File: src/rtl/maq4_secuenciador.sv
// maq4_secuenciador: 2-bit mod-4 stepping controller driven by a debounced button or a prescaled auto tick
module maq4_secuenciador #(
  parameter int DEB_CYCLES = 1000,
  parameter int TICK_DIV   = 5000000
) (
  input  logic       clk,
  input  logic       rst,
  input  logic       btn,
  input  logic       auto_en,
  input  logic       pause,
  input  logic       clr,
  output logic [1:0] Q,
  output logic       adv,
  output logic       wrap
);
  localparam int DW = (DEB_CYCLES > 1) ? $clog2(DEB_CYCLES) : 1;
  localparam int PW = $clog2(TICK_DIV);
  logic          s1_q, s2_q, db_q, db_d, db_prev_q;
  logic [DW-1:0] dcnt_q, dcnt_d;
  logic [PW-1:0] pcnt_q, pcnt_d;
  logic [1:0]    q_q, q_d;
  logic          adv_q, adv_d, wrap_q, wrap_d;
  logic          run, tick, man_req, step, deb_done;
  always_comb begin
    run      = auto_en & ~pause;
    tick     = run & (pcnt_q == PW'(TICK_DIV - 1));
    man_req  = db_q & ~db_prev_q;
    step     = man_req | tick;
    deb_done = dcnt_q == DW'(DEB_CYCLES - 1);
    dcnt_d   = (s2_q == db_q || deb_done) ? '0 : dcnt_q + 1'b1;
    db_d     = (s2_q != db_q && deb_done) ? s2_q : db_q;
    // a paused or disabled prescaler restarts a full period on resume
    pcnt_d   = (clr | ~run | tick) ? '0 : pcnt_q + 1'b1;
    q_d      = clr ? 2'd0 : step ? q_q + 2'd1 : q_q;
    adv_d    = ~clr & step;
    wrap_d   = ~clr & step & (q_q == 2'd3);
  end
  always_ff @(posedge clk) begin
    if (rst) begin
      s1_q      <= 1'b0;
      s2_q      <= 1'b0;
      db_q      <= 1'b0;
      db_prev_q <= 1'b0;
      dcnt_q    <= '0;
      pcnt_q    <= '0;
      q_q       <= 2'd0;
      adv_q     <= 1'b0;
      wrap_q    <= 1'b0;
    end else begin
      s1_q      <= btn;
      s2_q      <= s1_q;
      db_q      <= db_d;
      db_prev_q <= db_q;
      dcnt_q    <= dcnt_d;
      pcnt_q    <= pcnt_d;
      q_q       <= q_d;
      adv_q     <= adv_d;
      wrap_q    <= wrap_d;
    end
  end
  assign Q    = q_q;
  assign adv  = adv_q;
  assign wrap = wrap_q;
endmodule

File: config.mk
export PLATFORM = sky130hd
export DESIGN_NAME = maq4_secuenciador
export DESIGN_NICKNAME = d
export VERILOG_FILES = /design/src/rtl/maq4_secuenciador.sv
export SDC_FILE = /design/constraint.sdc
export NUM_CORES = 1
export LEC_CHECK = 0
export CORE_ASPECT_RATIO = 1.5
export CORE_MARGIN = 4
export CORE_UTILIZATION = 25
export CTS_CLUSTER_SIZE = 40
export DETAILED_ROUTE_END_ITERATION = 8
export RECOVER_POWER = 50
export SKIP_CTS_REPAIR_TIMING = 1
export SLEW_MARGIN = 20
export SYNTH_ARGS = -nofsm -noshare
export SYNTH_HDL_FRONTEND = slang
export SYNTH_SLANG_ARGS = --single-unit
File: constraint.sdc
create_clock -name clk -period 3.32 [get_ports clk]
set_input_delay 0.664 -clock clk [delete_from_list [all_inputs] [get_ports clk]]
set_output_delay 0.664 -clock clk [all_outputs]
set_load 0.01 [all_outputs]
==> summary.md, run 1 <==
| Metric | Value |
|---|---|
| Max-cap viol count | 0 |
| Crit path max fanout | 23 |
| Worst supply voltage drop on vdd | 168.8 uV |
| Setup CP Type | in -> reg |
| Post-Route Skew | roughly 0.0054 ns |
| Worst path slowest cell | clkbuf_1 |
| Vias in the first global route | 1334 |
| Dominant cell type by area after synthesis | dfxtp_1 |
| Mapped cell area | approximately 1800 um2 |
| Register bit total from synthesis | 41 |
| Longest Clk Path Bufs | 2 |
| Leak pwr | 0.6305 nW |
| Post-synth top cells | dfxtp_1, nor2_1, nand2_1 |
| Antenna-violating nets left | 0 |
| Clock latency reported for the late side of the worst-skew pair | 0.29 ns |
| Type of element capturing the critical path | flip-flop |
| Deepest level of the CTS H-tree | 2 |
| Die Wd | approximately 76 um |
| Post-synth ARST share | 0 |
| Switching part of the total | 0.1916 |
| Portion of total power attributed to the clock network | 0.447 |
| Portion of the post-synthesis area used by sequential elements | 0.4669 |
| Post-detailed-route wirelength per cell | 11.05 um |
| Min Clock Period, post-route | 2.332 ns |
| Max-Slew Margin vs Limit | 0.3203 |
| Clock sink total | 41 |
| Die height | about 110 um |
| Power share of the combinational group | 0.017 |
| Antenna violations before repair | 0 |
| Seq pwr share | 0.536 |
| Number of port buffers | 9 |
| Avg Cell Area, Syn | 8.703 um2 |
| Root buffer selected by CTS | clkbuf_8 |
| Cell seen most often among critical-path stages | nor2_1 |
| Top post-synthesis cells by area | dfxtp_1, xnor2_1, nor2_1 |
| Synthesis warning total | 0 |
| Total vias in the final route | about 1.4k |
| CP Data Arrival Time | 2.47 ns |
| NumNets Final | 222 |
| Most frequently used flop master after synthesis | dfxtp_1 |
| Internal reg-to-reg setup slack | 1.03 ns |
| Most frequently used cell type in the post-synthesis netlist | dfxtp_1 |
| Via density per instance | 4.678 |
| Portion of synthesized cell area occupied by the leading cell type | 0.4669 |
| Power Internal | roughly 0.74 mW |
| TritonCTS clock tree | built |
| Final Hold Violating Endpoints | 0 |
| Maximum clock frequency | 428.9 MHz |
| Delay of the slowest cell on the worst path | 0.78 ns |
| CTS buffer count | 5 |
| Buffer and inverter count on the worst path | 2 |
| Sum of internal, switching and leakage power | just over 0.9 mW |
| Starting density of the core | 0.2566 |
| Total area of multi-input combinational cells | 882.1 um2 |
| Type of element launching the critical path | input port |
| Number of distinct library cells after synthesis | 28 |
| Cell breakdown of the critical path | dlygate4sd3_1 -> nor2_1 -> o2111ai_1 -> clkbuf_1 -> nor2_1 |
| Wire length of the first global-routing pass | 5844 um |
| Setup TNS | 0 ns |
| Setup repair after global routing missed its margin | no |
| Area added between synthesis and finish | 16.30% |
| Routed WL | 3226 um |
| Total die area | 8465 um2 |
| Total routing usage reported by global routing | 0.08347 |
| Clock-pin slew of the registers on the worst-case setup and hold paths | approximately 0.080 ns |
| Transition time of the tightest slew-check pin | just over 1 ns |
| Largest net degree at the start of global routing | 24 |
| Core area | ~7000 um2 |
| Number of enable flip-flop cells after synthesis | 0 |
| Run status | completed |
| Number of core rows | 37 |
| Total setup violations reported at the end of the flow | 0 |
| Diodes inserted | 0 |
| Final HPWL from detailed placement | between 2000 and 2500 um |
| Worst Hold Class | reg -> reg |
| Filler Cells Inserted | 738 |
| Global route total overflow | 0 |
| Number of cells produced by synthesis | 202 |
| Final weighted congestion in routability-driven placement | 0.7540 |
| Number of detailed-routing iterations run before antenna repair | 4 |
| DRC violation count after routing | 0 |
| Req. time, crit path | 3.46 ns |
| Initial DRC count | between 40 and 50 |
| Power density cells | 450.7 nW/um2 |
| Storage cell area | 820.8 um2 |
| Share of layout cells above drive strength 1 | 0.04673 |
| Number of slew-limit violations in the final report | 0 |
| Worst hold margin | 0.4522 ns |
| Nets in the synthesized netlist | 211 |
| Final worst path period share | 0.7023 |
| Dominant delay contributor by cell family on the critical path | buffers and inverters |
| Top-Level Pins | 10 |
| Switching pwr | ~0.18 mW |
[area by class of cell]
class,instances,area share
sequential,41,0.4015
clock inverter,2,0.01836
tap,78,0.04774
inverter,8,0.01469
timing repair buffer,10,0.04590
clock buffer,6,0.04039
multi-input combinational,147,0.4315
[flip-flops by register name, indices dropped and copies added, names as in the netlist]
register,flops
dcnt_q,10
db_prev_q,1
wrap,1
adv,1
pcnt_q,23
Q,2
s2_q,1
s1_q,1
db_q,1
[cells in the final DEF, fill, tap and decap left out, types with 3 or more instances in the layout]
master,count
dfxtp_1,41
nor2_1,31
nand2_1,15
xnor2_1,14
nand3_1,9
nand4_1,9
a21oi_1,9
nor3_1,9
inv_1,8
or3_1,8
o21ai_0,7
xor2_1,7
clkbuf_8,6
clkdlybuf4s50_1,6
or4_1,5
mux2i_1,3
nand2b_1,3
nor2b_1,3
ha_1,3
dlygate4sd3_1,3
[path summary, 6_finish.rpt]
check,end,from,cells after the start
setup / recovery,pcnt_q[12],rst,5
hold / removal,dcnt_q[0],dcnt_q[0],1
setup reg to reg,pcnt_q[12],pcnt_q[13],5
hold reg to reg,dcnt_q[0],dcnt_q[0],1
[logic make-up after synthesis]
group                    count (synthesis)  share of synthesized area
XOR/XNOR                                21                     0.1046
buffers and inverters                   14                    0.03132
AO/OA/AOI/OAI                           20                    0.06476
flip-flops                              41                     0.4669
AND/OR/NAND/NOR                        100                     0.2940
multiplexers                             3                    0.01708
adder cells (fa/ha/maj)                  3                    0.02135
[power groups by stage]
| stage | Clock [mW] | Sequential (mW) | Combinational [mW] |
|---|---|---|---|
| after CTS | 0.429 | 0.494 | 0.0163 |
| after detailed placement | 0 | 0.506 | 0.0162 |
| after floorplan | 0 | 0.506 | 0.00667 |
| final | 0.412 | 0.494 | 0.0152 |
| after global routing | 0.450 | 0.495 | 0.0176 |
| after global placement | 0 | 0.506 | 0.0157 |
[per-layer routing]
| layer | up-vias | global-route usage | part of all wire |
|---|---|---|---|
| met3 | 6 | 0.02764 | 0.025 |
| li1 | 720 | - | - |
| met2 | 10 | 0.1491 | 0.52 |
| met4 | 0 | 0.02660 | 0.012 |
| met1 | 630 | 0.09215 | 0.44 |
| met5 | - | 0 | 0 |
[stage by stage]
| step | std cells | area (um2) | util | setup slack (ns) |
|---|---|---|---|---|
| floorplan | 202 | 1758 | - | 1.247 |
| global placement | 284 | 1928 | 0.2814 | 1.165 |
| detailed placement | 284 | 1928 | 0.2814 | 1.120 |
| CTS | 292 | 2048 | 0.2989 | 1.093 |
| global route | 292 | 2044 | 0.2984 | 0.7683 |
| finish | 292 | 2044 | 0.2984 | 0.9883 |
No activity file was read; power rests on OpenSTA's default activity.
==> inputs of run 2 (changes only) <==
==> constraint.sdc (replaced) <==
create_clock -name clk -period 1.9 [get_ports clk]
set_input_delay 0.38 -clock clk [delete_from_list [all_inputs] [get_ports clk]]
set_output_delay 0.38 -clock clk [all_outputs]
set_load 0.01 [all_outputs]
==> run 2 against run 1 <==
Flip-flop and latch count stayed put. Sequential power is 75% higher. Combinational power is 120% higher. Wire length is 5.5% higher. Worst setup slack worse by 0.88 ns. Sequential share of layout area is 2.1 points lower. Critical endpoint is now pcnt_q[22].
==> summary.md, run 2 (same netlist as run 1, synthesis figures left out) <==
| Metric | Value |
|---|---|
| CP Data Arrival Time | 2.02 ns (-0.45 ns) |
| Initial DRC count | 21 (-50%) |
| Post-Route Skew | 0.004896 ns (-0.0004966 ns) |
| Die Wd | 76.47 um (unchanged) |
| Final weighted congestion in routability-driven placement | 0.7438 (-1.4%) |
| Worst supply voltage drop on vdd | 205.7 uV (+22%) |
| Worst setup slack after placement | 0.004679 ns (-1.116 ns) |
| Min Clock Period, post-route | 1.790 ns |
| Setup repair after global routing missed its margin | no |
| Number of port buffers | 9 (unchanged) |
| Antenna-violating nets left | 0 (unchanged) |
| Starting density of the core | 0.2566 (unchanged) |
| Largest register FFs | 23 (unchanged) |
| Switching part of the total | 0.2027 (+0.01117) |
| Root buffer selected by CTS | clkbuf_8 |
| Final Hold Violating Endpoints | 0 (unchanged) |
| NumNets Final | 239 (+7.7%) |
| Total routing usage reported by global routing | 0.08624 (+0.002768) |
| Number of slew-limit violations in the final report | 0 (unchanged) |
| Longest Clk Path Bufs | 2 (unchanged) |
| Type of element capturing the critical path | flip-flop |
| Worst Hold Class | reg -> reg |
| Commonest non-fill, non-tap cells in the layout | dfxtp_1, nor2_1, nand2_1, buf_4, xnor2_1 |
| Antenna violations before repair | 0 (unchanged) |
| Total vias in the final route | 1443 (+5.6%) |
| Total area of multi-input combinational cells | 907.1 um2 (+2.8%) |
| Total die area | 8465 um2 (unchanged) |
| Number of detailed-routing iterations run before antenna repair | 4 (unchanged) |
| Filler Cells Inserted | 729 (-1.2%) |
| Die height | 110.7 um (unchanged) |
| Maximum clock frequency | 558.6 MHz |
| Wire length of the first global-routing pass | 6037 um (+3.3%) |
| Worst hold margin | 0.4392 ns (-0.01300 ns) |
| Diodes inserted | 0 (unchanged) |
| Core area | 6852 um2 (unchanged) |
| Clock latency reported for the late side of the worst-skew pair | 0.29 ns (about the same) |
| Number of core rows | 37 (unchanged) |
| DRC violation count after routing | 0 (unchanged) |
| Vias in the first global route | 1400 (+4.9%) |
| Global route total overflow | 0 (unchanged) |
| Post-detailed-route wirelength per cell | 11.05 um (about the same) |
| Top Layer Used | met4 |
| Routed WL | 3404 um (+5.5%) |
| Wl on met1 | 1503 um (+5.1%) |
| Met3 WL | 88 um (+8.6%) |
| Power density cells | 671.4 nW/um2 (+49%) |
| Share of layout cells above drive strength 1 | 0.1435 (+0.09675) |
| Switching pwr | 0.2969 mW (+68%) |
| Largest net degree at the start of global routing | 24 (unchanged) |
| Setup CP Type | reg -> reg |
| Sum of internal, switching and leakage power | 1.464 mW (+59%) |
| Seq pwr share | 0.590 (+0.054) |
| Req. time, crit path | 2.13 ns (-1.33 ns) |
| Crit path max fanout | 10 (-57%) |
| Power Internal | 1.167 mW (+57%) |
| Post-route setup slack | 0.1099 ns (-0.8785 ns) |
| CTS buffer count | 5 (unchanged) |
| Max-cap viol count | 0 (unchanged) |
| Via density per instance | 4.685 (+0.15%) |
| Most frequent standard cell in the layout excluding fill and tap cells | dfxtp_1 |
| Total setup violations reported at the end of the flow | 0 (unchanged) |
| Final cell count without fillers | 308 (+5.5%) |
| Inst Count DP | 301 (+6.0%) |
| Transition time of the tightest slew-check pin | 0.4704 ns (-0.5492 ns) |
| Area added between synthesis and finish | 24.06% |
| Clock sink total | 41 (unchanged) |
| Portion of total power attributed to the clock network | 0.388 (-0.059) |
| Run status | completed |
| Power share of the combinational group | 0.022 (+0.005) |
| Util after Layout | 0.3183 (+0.01991) |
| Type of element launching the critical path | flip-flop |
| Clock-pin slew of the registers on the worst-case setup and hold paths | 0.07 ns (about the same) |
| Top-Level Pins | 10 (unchanged) |
| Final HPWL from detailed placement | 2522 um (+5.8%) |
| Final worst path period share | 0.9422 |
| Top register by number of flip-flops | pcnt_q |
| Deepest level of the CTS H-tree | 2 (unchanged) |
| Storage cell area | 829.5 um2 (+1.1%) |
| Max-Slew Margin vs Limit | 0.6820 (+0.3617) |
| Leak pwr | 0.7194 nW (+14%) |
| Detail Route met2 WL | 1773 um (+5.9%) |
| TritonCTS clock tree | built |
-- run 2: power groups by stage --
stage,Combinational (mW),Sequential (mW),Clock (mW)
after floorplan,0.0118,0.884,0
after global placement,0.0343,0.884,0
after detailed placement,0.0345,0.884,0
after CTS,0.0348,0.864,0.593
after global routing,0.0368,0.864,0.615
final,0.0328,0.864,0.568
-- run 2: routing by layer --
| layer | track usage | vias up |
|---|---|---|
| met5 | 0 | - |
| met1 | 0.09435 | 671 |
| li1 | - | 755 |
| met3 | 0.02439 | 5 |
| met2 | 0.1556 | 12 |
| met4 | 0.03265 | 0 |
-- run 2: final timing paths --
kind | start | to | slack [ns] | cells past startpoint
worst max register to register | pcnt_q[1] | pcnt_q[22] | 0.11 | 5
worst min-delay path | s1_q | s2_q | 0.44 | 1
worst max-delay path | pcnt_q[1] | pcnt_q[22] | 0.11 | 5
worst min register to register | s1_q | s2_q | 0.44 | 1
-- run 2: per-stage QoR --
stage	instance area (um2)	TNS (ns)
3_3_place_gp	2092	0
3_5_place_dp	2092	0
4_1_cts	2178	-0.008395
2_1_floorplan	1788	0
5_1_grt	2181	0
6_report	2181	0
-- run 2: critical path, cell delays in order, from the launching register on --
cell,delay (ns)
dfxtp_2,0.35
ha_4,0.17
nand4_4,0.07
or4_4,0.59
or4_1,0.41
a21oi_1,0.12
-- run 2: cell type report --
cell class	count	share of cell area
clock buffers	7	0.03959
inverters	8	0.01377
multi-input cells	147	0.4159
flip-flops and latches	41	0.3804
well taps	78	0.04475
repair buffers	27	0.1056
